`src/rtl/gen_pad_poll.sv`:
```
// Genesis joystick-port poller: drives TH through an 8-phase read and decodes 3/6-button pads.
// Results commit atomically in DONE with a one-clock VALID; the frame pauses while CE=0.
module gen_pad_poll #(
  parameter int PHASE_TICKS = 8,
  parameter int IDLE_TICKS  = 2048
) (
  input  logic        CLK,
  input  logic        RESET,
  input  logic        CE,
  input  logic        ENA,
  input  logic [7:0]  joy_in,
  output logic [7:0]  joy_out,
  output logic [7:0]  joy_ctl,
  output logic [11:0] BTN,
  output logic        PRESENT,
  output logic        SIX,
  output logic        VALID
);

  localparam int MAXT = (PHASE_TICKS > IDLE_TICKS) ? PHASE_TICKS : IDLE_TICKS;
  localparam int CW   = $clog2(MAXT + 1);
  localparam logic [CW-1:0] PH_LAST   = CW'(PHASE_TICKS - 1);
  localparam logic [CW-1:0] IDLE_LAST = CW'(IDLE_TICKS - 1);

  typedef enum logic [3:0] {
    S_IDLE, S_PH0, S_PH1, S_PH2, S_PH3, S_PH4, S_PH5, S_PH6, S_PH7, S_DONE
  } state_t;

  state_t          r_state, w_state_nxt;
  logic [CW-1:0]   r_cnt, w_cnt_nxt;
  logic            r_th, w_th_nxt;
  logic            w_sample, w_clear;
  logic [5:0]      w_d;
  logic [11:0]     r_s_btn;
  logic            r_pad_ok, r_six_ok;
  logic            w_unused;

  assign w_d      = ~joy_in[5:0];
  assign w_unused = ^joy_in[7:6];
  assign joy_out  = {1'b0, r_th, 6'b0};
  assign joy_ctl  = 8'h40;

  always_ff @(posedge CLK or posedge RESET) begin
    if (RESET) begin
      r_state <= S_IDLE;
      r_cnt   <= '0;
      r_th    <= 1'b1;
    end else begin
      r_state <= w_state_nxt;
      r_cnt   <= w_cnt_nxt;
      r_th    <= w_th_nxt;
    end
  end

  always_comb begin
    w_state_nxt = r_state;
    w_cnt_nxt   = r_cnt;
    w_sample    = 1'b0;
    w_clear     = 1'b0;
    case (r_state)
      S_IDLE: begin
        // Counter saturates at IDLE_LAST so a late ENA starts the frame on the next tick.
        if (CE) begin
          if (r_cnt == IDLE_LAST) begin
            if (ENA) begin
              w_state_nxt = S_PH0;
              w_cnt_nxt   = '0;
              w_clear     = 1'b1;
            end
          end else begin
            w_cnt_nxt = r_cnt + 1'b1;
          end
        end
      end
      S_DONE: begin
        w_state_nxt = S_IDLE;
        w_cnt_nxt   = '0;
      end
      default: begin
        if (!ENA) begin
          w_state_nxt = S_IDLE;
          w_cnt_nxt   = '0;
        end else if (CE) begin
          if (r_cnt == PH_LAST) begin
            w_sample    = 1'b1;
            w_cnt_nxt   = '0;
            w_state_nxt = (r_state == S_PH7) ? S_DONE : state_t'(r_state + 4'd1);
          end else begin
            w_cnt_nxt = r_cnt + 1'b1;
          end
        end
      end
    endcase
    w_th_nxt = !(w_state_nxt == S_PH1 || w_state_nxt == S_PH3 ||
                 w_state_nxt == S_PH5 || w_state_nxt == S_PH7);
  end

  always_ff @(posedge CLK or posedge RESET) begin
    if (RESET) begin
      r_s_btn  <= '0;
      r_pad_ok <= 1'b0;
      r_six_ok <= 1'b0;
    end else if (w_clear) begin
      r_s_btn  <= '0;
      r_pad_ok <= 1'b0;
      r_six_ok <= 1'b0;
    end else if (w_sample) begin
      case (r_state)
        S_PH0: begin
          r_s_btn[3:0] <= w_d[3:0];
          r_s_btn[5]   <= w_d[4];
          r_s_btn[6]   <= w_d[5];
        end
        S_PH1: begin
          r_s_btn[4] <= w_d[4];
          r_s_btn[7] <= w_d[5];
          r_pad_ok   <= w_d[3] & w_d[2];
        end
        S_PH5: r_six_ok <= &w_d[3:0];
        S_PH6: begin
          if (r_six_ok) r_s_btn[11:8] <= {w_d[0], w_d[1], w_d[2], w_d[3]};
        end
        default: ;
      endcase
    end
  end

  // Results land on the edge entering DONE, so VALID and the new values appear together.
  always_ff @(posedge CLK or posedge RESET) begin
    if (RESET) begin
      BTN     <= '0;
      PRESENT <= 1'b0;
      SIX     <= 1'b0;
      VALID   <= 1'b0;
    end else begin
      VALID <= (w_state_nxt == S_DONE);
      if (w_state_nxt == S_DONE) begin
        PRESENT <= r_pad_ok;
        SIX     <= r_pad_ok & r_six_ok;
        if (!r_pad_ok)      BTN <= '0;
        else if (!r_six_ok) BTN <= {4'b0, r_s_btn[7:0]};
        else                BTN <= r_s_btn;
      end
    end
  end

endmodule

```
`config.mk`:
```
export PLATFORM = sky130hd
export DESIGN_NAME = gen_pad_poll
export DESIGN_NICKNAME = d
export VERILOG_FILES = /design/src/rtl/gen_pad_poll.sv
export SDC_FILE = /design/constraint.sdc
export NUM_CORES = 1
export LEC_CHECK = 0
export ABC_AREA = 1
export BUFFER_PORTS_ARGS = -buffer_cell sky130_fd_sc_hd__buf_2
export CELL_PAD_IN_SITES_DETAIL_PLACEMENT = 2
export CELL_PAD_IN_SITES_GLOBAL_PLACEMENT = 2
export CORE_MARGIN = 2
export CORE_UTILIZATION = 32
export CTS_CLUSTER_SIZE = 30
export DETAILED_ROUTE_END_ITERATION = 8
export GPL_TIMING_DRIVEN = 1
export PLACE_DENSITY_LB_ADDON = 0.1
export SYNTH_ARGS = -nofsm -noshare
export SYNTH_HDL_FRONTEND = slang
export SYNTH_SLANG_ARGS = --single-unit
```
`constraint.sdc`:
```
create_clock -name CLK -period 2.15 [get_ports CLK]
set_input_delay 0.1075 -clock CLK [delete_from_list [all_inputs] [get_ports CLK]]
set_output_delay 0.1075 -clock CLK [all_outputs]
set_load 0.03 [all_outputs]
```
* Word-level counts from Yosys, hierarchy flattened
Index checks and enable logic that the tools add are counted.
** Word-level totals
- Output and inout bits :: 31
- Bits of input ports :: 12
- Logic and storage cells :: 90
- Register bits after elaboration :: 46
** Operators by class
- Mux-type cells :: 39
- $add $sub $neg :: 2
- Reduce and logical (&&, ||, !) cells :: 18
- Equal/unequal tests :: 16
- Bitwise logic cells :: 3
** Operators with widths (count)
- 12-bit two-way mux :: 10
- 4-bit two-way mux :: 10
- 12-bit case mux with 2 select lines :: 1
- 4-bit by 3-bit == test with 1-bit output, second input constant :: 4
- 4-bit == test, second input constant :: 4
- 1-bit two-way mux :: 16
- 12-bit by 1-bit adder with 12-bit output, second input constant :: 1
- 12-bit by 11-bit == test with 1-bit output, second input constant :: 1
- 12-bit by 3-bit == test with 1-bit output, second input constant :: 1
- 2-bit nonzero test :: 6
- 4-bit by 2-bit == test with 1-bit output, second input constant :: 2
- 4-bit case mux with 2 select lines :: 1
- 6-bit NOT :: 1
- 2-bit AND reduction :: 3
- 3-bit AND reduction :: 2
- 4-bit by 1-bit adder with 4-bit output, second input constant :: 1
- 4-bit by 1-bit == test with 1-bit output, second input constant :: 1
- 4-bit logical NOT :: 1
- 4-bit AND reduction :: 1
- 1-bit logical OR :: 3
- 3-bit by 2-bit inequality test with 1-bit output, second input constant :: 1
- 3-bit inequality test, second input constant :: 1
- 1-bit bitwise AND :: 2
- 2-bit two-way mux :: 1
- other kinds (3) :: 3

* Longest topological paths before layout
Gate-level depths: netlist of run 1.
- Word-level depth :: 11
- Mapped depth :: 14
- Gate-level depth less buffers :: 13

* Least setup slack after synthesis of run 1
No wires, ideal clock.
- Path type :: register -> register
- From :: reg r_state[0]
- To :: reg BTN[0]
- Stages on the path, launching flop included :: 14
- Data arrival time :: 1.719 ns
- Period minus slack after synthesis :: 1.837 ns
- Data required time :: 2.032 ns
- Library setup time :: 0.118 ns
- Path buffers :: 1
- Slack :: 0.313 ns
- Cell sequence :: dfrtp_1 > inv_1 > ha_1 > nand2_4 > inv_6 > nor2_8 > inv_2 > nor2_4 > nand2_2 > a21oi_4 > nand2_4 > buf_6 > nand2_1 > nand2_1
** Between the ends
- Longest elaborated chain between the ends :: 7
- Elaborated cells between the ends (all ways) :: 13
- Classes of those cells :: add/sub: 1; eq/ne: 3; mux: 8; reduce/logical: 1
** Ends and longest elaborated chain
- start: declaration :: line 29 : state_t r_state, w_state_nxt;
- start signal: assignment :: line 49 : r_state <= w_state_nxt;
- 4-bit by 1-bit adder with 4-bit output or 4-bit == test (tied branches) :: line 87 : w_state_nxt = (r_state == S_PH7) ? S_DONE : state_t'(r_state + 4'd1);
- 4-bit two-way mux :: line 87
- 4-bit two-way mux :: line 84 : if (r_cnt == PH_LAST) begin
- 4-bit two-way mux :: line 83 : end else if (CE) begin
- 4-bit two-way mux :: line 80 : if (!ENA) begin
- 4-bit case mux with 2 select lines (*) :: line 60 : case (r_state)
- 4-bit == test (*) :: line 137 : if (w_state_nxt == S_DONE) begin
- end signal: assignment :: line 141 : else if (!r_six_ok) BTN <= {4'b0, r_s_btn[7:0]};
- end signal: assignment :: line 142 : else BTN <= r_s_btn;
- end: declaration :: line 14 : output logic [11:0] BTN,
Mark *: on every way between the ends. The rest lies on a longest branch, timed or not.
A chain may end at the register's enable or synchronous reset.

* Final worst setup path of run 1
- From :: reg r_cnt[0]
- To :: reg BTN[3]
** Between the ends
- Longest elaborated chain between the ends :: 6
- Elaborated cells between the ends (all ways) :: 9
- Classes of those cells :: eq/ne: 3; mux: 6
** Ends and longest elaborated chain
- start: declaration :: line 30 : logic [CW-1:0] r_cnt, w_cnt_nxt;
- start signal: assignment :: line 50 : r_cnt <= w_cnt_nxt;
- 12-bit by 3-bit == test with 1-bit output :: line 84
- 4-bit two-way mux :: line 84
- 4-bit two-way mux :: line 83
- 4-bit two-way mux :: line 80
- 4-bit case mux with 2 select lines (*) :: line 60
- 4-bit == test (*) :: line 137
Marked as above.

==> flow_summary.json, run 1 <==
{
  "r2r-end": "BTN[3]$_DFFE_PP0P_",
  "critPathMaxFanout": 8,
  "switching_share": 0.327,
  "drt_wl_total_mm": 7.65,
  "fin_area_sq_um": 3180,
  "start_util": 0.330,
  "die_w_um": 96.3,
  "place_area_sq_um": 2930,
  "combPwrFrac": 0.192,
  "critPathArrivalTime_ns": 2.21,
  "grtUsageMet2": 0.295,
  "viasPerCell": 4.76,
  "hpwl_mm": 5.68,
  "die-area_sq_um": 9280,
  "ir_drop_mv": 0.298,
  "r2r_cells": 13,
  "async_reset_ff_frac": 1.00,
  "r2r_setup_slack_ns": 0.14,
  "p_int_w": 0.00143,
  "final.setup_skew_ns": 0.00875,
  "pwr-share-seq": 0.492,
  "numCtsBuffers": 5,
  "synthTopCellsByArea": "dfrtp_1 41%, nand2_1 13%, nand3_1 8.1%",
  "nNetsFinal": 422,
  "met1_usage": 0.232,
  "synth_seq_area_share": 0.422,
  "portBuffers": 25,
  "grt-ovfl-total": 0,
  "holdWs_ns": 0.0777,
  "syn_area_sq_um": 2730,
  "core-area_sq_um": 8260,
  "pin_count": 43,
  "globalplace.congestion": 0.831,
  "num_rows": 33,
  "vias": 2432,
  "grt_usage": 0.173,
  "antenna_found_initial": 0,
  "ys_seq_elements": 46,
  "yosysTopAreaCellShare": 0.413,
  "cts.sinks": 46,
  "clkLatencyLatePin_ns": 0.31,
  "critical_path_class": "flip-flop to flip-flop",
  "drc_errors": 0,
  "synthCells": 360,
  "syn_area_per_cell_sq_um": 7.58,
  "r2r_start": "r_cnt[0]$_DFFE_PP0P_",
  "clk_pin_slew_ns": 0.10,
  "synth.most_common_cell": "nand2_1",
  "first_pass_iters": 3,
  "timing_hold_violations_final": 0,
  "crit_path_end_kind": "flip-flop",
  "period_share": 0.934,
  "drv_cap": 0,
  "leakage_nw": 1.73,
  "worstSetupStartpointType": "flip-flop",
  "drt_iter0_markers": 79,
  "grt_max_degree": 23,
  "power_frac_clock": 0.316,
  "post_drt_wl_per_cell_um": 15.0,
  "synth_top_area_cell": "dfrtp_1",
  "netlist_top_cells_count": "93 x nand2_1, 45 x dfrtp_1, 44 x nand3_1",
  "setup_viol_count_final": 0,
  "hold_depth": 4,
  "cts-root-buf": "clkbuf_8",
  "fmax_ghz": 0.498,
  "worstHoldPathType": "input pin to flip-flop",
  "synth_edf_count": 0,
  "syn_to_final_growth_pct": 16.6,
  "cts_buffer_depth": 2,
  "synth_warnings": 0,
  "min_period_ns": 2.01,
  "slew_viol_final": 0,
  "min_from": "joy_in[5]",
  "fp.dieH_um": 96.3,
  "ctsHtreeMaxLevel": 2,
  "cts_tree": "done",
  "met3_usage": 0.0282,
  "grt_pass1_wl_mm": 12.4,
  "synth.distinct_cells": 33,
  "p_switching_w": 0.000697,
  "critPathRequiredTime_ns": 2.35,
  "num-fill-cells": 995,
  "status": "complete, no violations",
  "synthFlopType": "dfrtp_1",
  "holdPathEnd": "r_s_btn[7]$_DFFE_PP0P_",
  "antenna_left": 0,
  "diodes": 0,
  "drive_above_1_share": 0.232,
  "grt_pass1_vias": 2435,
  "top_usage_layer": "met2",
  "p_per_area_nw_per_um2": 670
}
metrics by stage:
step	worst slack (ns)	power (W)	cells	setup TNS, ns	util
6_report	0.141	0.00213	511	0	0.385
5_1_grt	-0.0522	0.00227	511	-0.275	0.385
4_1_cts	0.104	0.00212	499	0	0.370
3_5_place_dp	0.123	0.00144	490	0	0.355
3_3_place_gp	0.206	0.00142	490	0	0.355
2_1_floorplan	0.313	0.00134	373	0	-
sequential cells by signal, summed over array words and instances (netlist names):
signal and cells:
r_s_btn 12, r_cnt 12, VALID 1, r_pad_ok 1, r_six_ok 1, r_th 1, SIX 1, PRESENT 1
r_state 4, BTN 12
metal layers:
metal  routed length [um]  vias up
li1                     -     1199
met5                    0        -
met1                 3510     1204
met4                   67        0
met3                  181        5
met2                 3890       24
cell type report:
type | count | area (sq um) | share of cell area
multi-input combinational | 256 | 1300 | 0.409
sequential | 46 | 1150 | 0.362
timing repair buffer | 47 | 294 | 0.0925
inverter | 49 | 190 | 0.0598
tap | 105 | 131 | 0.0413
clock buffer | 5 | 68.8 | 0.0216
clock inverter | 3 | 43.8 | 0.0138
how the worst max path moves through the flow:
stage / endpoint / slack (ns) / from
2_1_floorplan: BTN[0]$_DFFE_PP0P_ / 0.31 / r_state[0]$_DFF_PP0_
3_3_place_gp: r_s_btn[9]$_DFFE_PP0P_ / 0.21 / r_state[0]$_DFF_PP0_
3_5_place_dp: BTN[4]$_DFFE_PP0P_ / 0.12 / r_cnt[0]$_DFFE_PP0P_
4_1_cts: BTN[4]$_DFFE_PP0P_ / 0.10 / r_cnt[0]$_DFFE_PP0P_
5_1_grt: BTN[3]$_DFFE_PP0P_ / -0.05 / r_cnt[0]$_DFFE_PP0P_
6_report: BTN[3]$_DFFE_PP0P_ / 0.14 / r_cnt[0]$_DFFE_PP0P_
logic make-up (layout without fill, tap and decap cells):
| group | count (synthesis) | after routing | share of synthesized area |
|---|---|---|---|
| AND/OR/NAND/NOR | 199 | 200 | 0.346 |
| buffers and inverters | 72 | 104 | 0.133 |
| flip-flops | 46 | 46 | 0.422 |
| AO/OA/AOI/OAI | 36 | 36 | 0.0725 |
| adder cells (fa/ha/maj) | 5 | 5 | 0.0229 |
| other | 2 | 15 | 0.00275 |
power groups by stage:
stage | sequential [W] | combinational, W | clock [W]
2_1_floorplan | 0.00103 | 0.000314 | 0
3_3_place_gp | 0.00106 | 0.000359 | 0
3_5_place_dp | 0.00106 | 0.000375 | 0
4_1_cts | 0.00105 | 0.000379 | 0.000697
5_1_grt | 0.00107 | 0.000477 | 0.000727
6_report | 0.00105 | 0.000409 | 0.000674
layout by cell type (no fill, tap or decap):
cell type and instances:
o31ai_1 1, nand3_2 1, buf_2 26, inv_2 9, nand2_4 4, dlygate4sd3_1 1
inv_6 2, ha_4 1, nor2_4 4, bufinv_16 1, conb_1 15, and2_2 1
buf_4 19, o211ai_1 1, buf_6 1, o21ai_0 18, dfrtp_1 45, a21oi_1 13
nand3_1 43, nand4_1 9, nor3_1 4, nand3_4 1, o21ai_1 1, dfstp_2 1
clkbuf_8 5, and3_1 1, clkinv_2 2, nand2_2 10, ha_1 4, a31oi_1 1
or2_2 1, nor2_2 3, nand2_1 92, a21oi_4 1, nor2_8 1, inv_1 38
nor2_1 25
critical path, stage by stage, from the launching register on:
cell and delay [ns]:
dfrtp_1 0.43, ha_4 0.17, nand2_2 0.07, clkinv_2 0.07
nand2_2 0.08, nor2_4 0.19, nand3_4 0.10, nand2_2 0.08
nand3_2 0.11, a21oi_4 0.22, buf_4 0.16, nand2_4 0.08
nand2_1 0.08, nand2_1 0.06
timing repair:
item	CTS	global route
buffers inserted	0	10
resized for setup	0	7
setup endpoints to repair	0	22
hold buffers	1	0
hold endpoints to repair	19	0
(Power assumes the default switching activity.)
==> inputs of run 2 (changes only) <==
==> constraint.sdc (replaced) <==
create_clock -name CLK -period 2.15 [get_ports CLK]
set_input_delay 0.3225 -clock CLK [delete_from_list [all_inputs] [get_ports CLK]]
set_output_delay 0.3225 -clock CLK [all_outputs]
set_load 0.03 [all_outputs]
==> flow_summary.json, run 2 (synthesized netlist as in run 1, its figures left out) <==
{
  "grt_usage": 0.172,
  "core-area_sq_um": 8260,
  "drv_cap": 0,
  "leakage_nw": 1.69,
  "num_rows": 33,
  "cts.sinks": 46,
  "portBuffers": 25,
  "first_pass_iters": 4,
  "hpwl_mm": 5.61,
  "fp.dieH_um": 96.3,
  "p_switching_w": 0.000682,
  "start_util": 0.330,
  "die_w_um": 96.3,
  "slew_viol_final": 0,
  "switching_share": 0.326,
  "nNetsFinal": 416,
  "status": "complete, no violations",
  "drc_errors": 0,
  "drive_above_1_share": 0.240,
  "cts_buffer_depth": 2,
  "post_drt_wl_per_cell_um": 14.8,
  "reg_top3": "BTN x12, r_cnt x12, r_s_btn x12",
  "drt_iter0_markers": 84,
  "vias": 2375,
  "worstHoldPathType": "input pin to asynchronous set/reset pin",
  "ctsHtreeMaxLevel": 2,
  "grt_pass1_wl_mm": 12.2,
  "syn_to_final_growth_pct": 15.0,
  "diodes": 0,
  "critPathMaxFanout": 8,
  "period_share": 0.934,
  "utilization": 0.380,
  "ir_drop_mv": 0.334,
  "setup-tns-final_ns": 0,
  "final.setup_skew_ns": 0.00368,
  "fin_area_sq_um": 3140,
  "p_per_area_nw_per_um2": 668,
  "critPathRequiredTime_ns": 2.35,
  "crit_path_end_kind": "flip-flop",
  "die-area_sq_um": 9280,
  "worstSetupPathDepth": 14,
  "worstSetupStartpointType": "flip-flop",
  "fmax_ghz": 0.498,
  "power_frac_clock": 0.319,
  "antenna_left": 0,
  "pwr-share-seq": 0.499,
  "grt-ovfl-total": 0,
  "min_period_ns": 2.01,
  "pin_count": 43,
  "final_cell_mix": "92 x nand2_1, 44 x dfrtp_1, 41 x nand3_1",
  "antenna_found_initial": 0,
  "r2r_cells": 14,
  "clk_pin_slew_ns": 0.09,
  "place_area_sq_um": 2930,
  "grt_max_degree": 21,
  "crit_path_cell_trace": "ha_2, nand2_2, clkinv_2, nand2_2, nor2_4, nand3_2, nand2_1, nand3_1, nand2_2, nor2_4, buf_4, nand2_4, nand2_1, nand2_1",
  "viasPerCell": 4.70,
  "critPathArrivalTime_ns": 2.21,
  "highest-signal-layer": "met4",
  "cpPeakStageDelay_ns": 0.41,
  "holdBufCountCts": 0,
  "cts-root-buf": "clkbuf_8",
  "met1_length_mm": 3.25,
  "combPwrFrac": 0.182,
  "setup_viol_count_final": 0,
  "wl_met3_um": 130,
  "globalplace.congestion": 0.805,
  "cts_tree": "done",
  "cp.buffers_inverters": 2,
  "critical_path_class": "flip-flop to flip-flop",
  "clkLatencyLatePin_ns": 0.30,
  "cp_top_family": "simple AND/OR/NAND/NOR gates",
  "timing_hold_violations_final": 0,
  "numCtsBuffers": 5,
  "drt_wl_total_mm": 7.46,
  "cpMaxStageDelayCell": "dfrtp_1",
  "total_power_w": 0.00210,
  "wl_met2_mm": 4.01,
  "grt_pass1_vias": 2419,
  "p_int_w": 0.00141,
  "layout_commonest_cell": "nand2_1",
  "rsz0062_at_grt": "true"
}
==> run 2: power by group through the flow <==
| stage | Clock, W | Sequential (W) | Combinational [W] |
|---|---|---|---|
| after CTS | 0.000698 | 0.00105 | 0.000375 |
| after global routing | 0.000722 | 0.00106 | 0.000439 |
| after detailed placement | 0 | 0.00106 | 0.000373 |
| final | 0.000668 | 0.00105 | 0.000382 |
| after global placement | 0 | 0.00106 | 0.000359 |
| after floorplan | 0 | 0.00103 | 0.000314 |
==> run 2: area by class of cell <==
cell class                 count  area (sq um)
fill                         978          5120
clock inverter                 3          43.8
tap                          105           131
timing repair buffer          41           249
multi-input combinational    256          1300
clock buffer                   5          68.8
sequential                    46          1150
inverter                      49           190
==> run 2: stage by stage <==
stage                     setup WS (ns)  std cells  hold WS, ns
after global placement            0.177        489        0.341
after global routing            -0.0262        505       0.0291
after detailed placement         0.0926        489        0.355
after floorplan                   0.313        373        0.453
final                             0.142        505      0.00866
after CTS                        0.0532        497       0.0155
==> run 2: path summary, 6_finish.rpt <==
path | from | end | slack [ns]
max in group asynchronous | RESET | r_cnt[2]$_DFFE_PP0P_ | 1.52
max | r_cnt[0]$_DFFE_PP0P_ | BTN[11]$_DFFE_PP0P_ | 0.14
min | RESET | BTN[10]$_DFFE_PP0P_ | 0.009
min reg2reg | BTN[5]$_DFFE_PP0P_ | BTN[5]$_DFFE_PP0P_ | 0.47
max reg2reg | r_cnt[0]$_DFFE_PP0P_ | BTN[11]$_DFFE_PP0P_ | 0.14
min in group CLK | joy_in[4] | r_s_btn[5]$_DFFE_PP0P_ | 0.30
==> run 2: repair_timing <==
item	CTS	global route
buffers inserted	0	6
setup endpoints to repair	0	25
gates resized for setup	0	13
==> run 2: layer usage <==
metal,global-route usage,up-vias
met1,0.213,1157
li1,-,1190
met2,0.314,22
met4,0.0352,0
met3,0.0258,6
met5,0,-
==> inputs of run 3 (changes only) <==
--- a/config.mk
+++ b/config.mk
@@ -10,7 +10,8 @@
 export CELL_PAD_IN_SITES_DETAIL_PLACEMENT = 2
 export CELL_PAD_IN_SITES_GLOBAL_PLACEMENT = 2
 export CORE_MARGIN = 2
-export CORE_UTILIZATION = 32
+export CORE_UTILIZATION = 34
+export CTS_BUF_LIST = sky130_fd_sc_hd__clkbuf_8
 export CTS_CLUSTER_SIZE = 30
 export DETAILED_ROUTE_END_ITERATION = 8
 export GPL_TIMING_DRIVEN = 1
==> flow_summary.json, run 3 (synthesized netlist as in run 1, its figures left out) <==
{
  "ir_drop_mv": 0.503,
  "clkLatencyLatePin_ns": 0.30,
  "fmax_ghz": 0.502,
  "antenna_found_initial": 0,
  "crit_path_end_kind": "flip-flop",
  "stdcell_count": 497,
  "ctsHtreeMaxLevel": 2,
  "hpwl_mm": 5.64,
  "drt_wl_total_mm": 7.23,
  "grt_pass1_wl_mm": 12.4,
  "drt_iter0_markers": 67,
  "start_util": 0.351,
  "diodes": 0,
  "fp.dieH_um": 93.6,
  "first_pass_iters": 4,
  "status": "complete, no violations",
  "portBuffers": 25,
  "timing_hold_violations_final": 0,
  "worstHoldPathType": "input pin to asynchronous set/reset pin",
  "critical_path_class": "flip-flop to flip-flop",
  "critPathRequiredTime_ns": 2.34,
  "period_share": 0.927,
  "layout_commonest_cell": "nand2_1",
  "crit_start": "r_cnt[0]$_DFFE_PP0P_",
  "grt-ovfl-total": 0,
  "critPathMaxFanout": 15,
  "worstSetupStartpointType": "flip-flop",
  "pin_count": 43,
  "drc_errors": 0,
  "leakage_nw": 1.65,
  "clk_pin_slew_ns": 0.10,
  "slew_viol_final": 0,
  "grt_pass1_vias": 2485,
  "cts_buffer_depth": 2,
  "die-area_sq_um": 8750,
  "vias": 2358,
  "drive_above_1_share": 0.218,
  "p_per_area_nw_per_um2": 650,
  "setup-tns-final_ns": 0,
  "grt_max_degree": 27,
  "num_rows": 32,
  "die_w_um": 93.6,
  "nNetsFinal": 411,
  "final.setup_skew_ns": 0.0127,
  "syn_to_final_growth_pct": 12.1,
  "setup_viol_count_final": 0,
  "viasPerCell": 4.74,
  "num-fill-cells": 956,
  "globalplace.congestion": 0.796,
  "post_drt_wl_per_cell_um": 14.6,
  "reg_top3": "BTN x12, r_cnt x12, r_s_btn x12",
  "antenna_left": 0,
  "cts_tree": "done",
  "numCtsBuffers": 5,
  "drv_cap": 0,
  "r2r_start": "r_cnt[0]$_DFFE_PP0P_",
  "cts.sinks": 46,
  "holdBufCountCts": 0,
  "cts-root-buf": "clkbuf_8",
  "core-area_sq_um": 7770,
  "min_period_ns": 1.99,
  "final_cell_mix": "92 x nand2_1, 44 x dfrtp_1, 42 x nand3_1",
  "place_inst": 486,
  "grt_usage": 0.178,
  "critPathArrivalTime_ns": 2.19
}
run 3: area by class of cell:
class | count | area [sq um] | share of cell area
multi-input combinational | 255 | 1270 | 0.417
inverter | 49 | 190 | 0.0622
tap | 102 | 128 | 0.0417
sequential | 46 | 1150 | 0.377
clock buffer | 5 | 68.8 | 0.0225
timing repair buffer | 37 | 219 | 0.0716
clock inverter | 3 | 23.8 | 0.00777
run 3: per-stage QoR:
step	setup WS [ns]	area [sq um]	utilization	power (W)	hold slack (ns)
global placement	0.182	2920	0.376	0.00141	0.347
finish	0.156	3060	0.394	0.00199	0.00393
global route	-0.0158	3060	0.394	0.00213	0.0482
detailed placement	0.117	2920	0.376	0.00144	0.358
floorplan	0.313	2780	-	0.00134	0.453
CTS	0.0356	3020	0.388	0.00201	0.0146
run 3: layer usage:
metal | vias to the layer above | global-route usage | routed length [um]
li1 | 1183 | - | -
met1 | 1148 | 0.221 | 3190
met2 | 25 | 0.330 | 3850
met3 | 2 | 0.0242 | 153
met4 | 0 | 0.0362 | 38
met5 | - | 0 | 0
run 3: worst paths after layout:
kind / to / slack (ns) / depth (start not counted)
worst min register to register: BTN[0]$_DFFE_PP0P_ / 0.48 / 2
max in group asynchronous: r_cnt[8]$_DFFE_PP0P_ / 1.42 / 3
min in group CLK: r_s_btn[7]$_DFFE_PP0P_ / 0.30 / 4
worst max register to register: BTN[2]$_DFFE_PP0P_ / 0.16 / 12
worst max-delay path: BTN[2]$_DFFE_PP0P_ / 0.16 / 12
worst min-delay path: SIX$_DFFE_PP0P_ / 0.004 / 2
run 3: repair_timing:
item / 4_1_cts / 5_1_grt
gates resized for setup: 0 / 6
setup endpoints to repair: 0 / 23
buffers inserted: 0 / 3
run 3: where the power goes:
group / leakage [nW] / total, W / switching, W / internal, W
clock: 0.0408 / 0.000556 / 0.000323 / 0.000233
combinational: 1.01 / 0.000387 / 0.000261 / 0.000126
sequential: 0.603 / 0.00105 / 0.000105 / 0.000941
total: 1.65 / 0.00199 / 0.000688 / 0.00130
run 3: worst max-delay path, stage by stage, from the launching register on:
cell      delay [ns]
dfrtp_1         0.41
ha_2            0.22
nand2_2         0.08
clkinv_2        0.08
nand2_2         0.07
nor2_4          0.14
nand3_2         0.13
nand2_1         0.10
nand3_2         0.12
a21oi_4         0.21
nand2_4         0.15
nand2_1         0.11
nand2_1         0.05
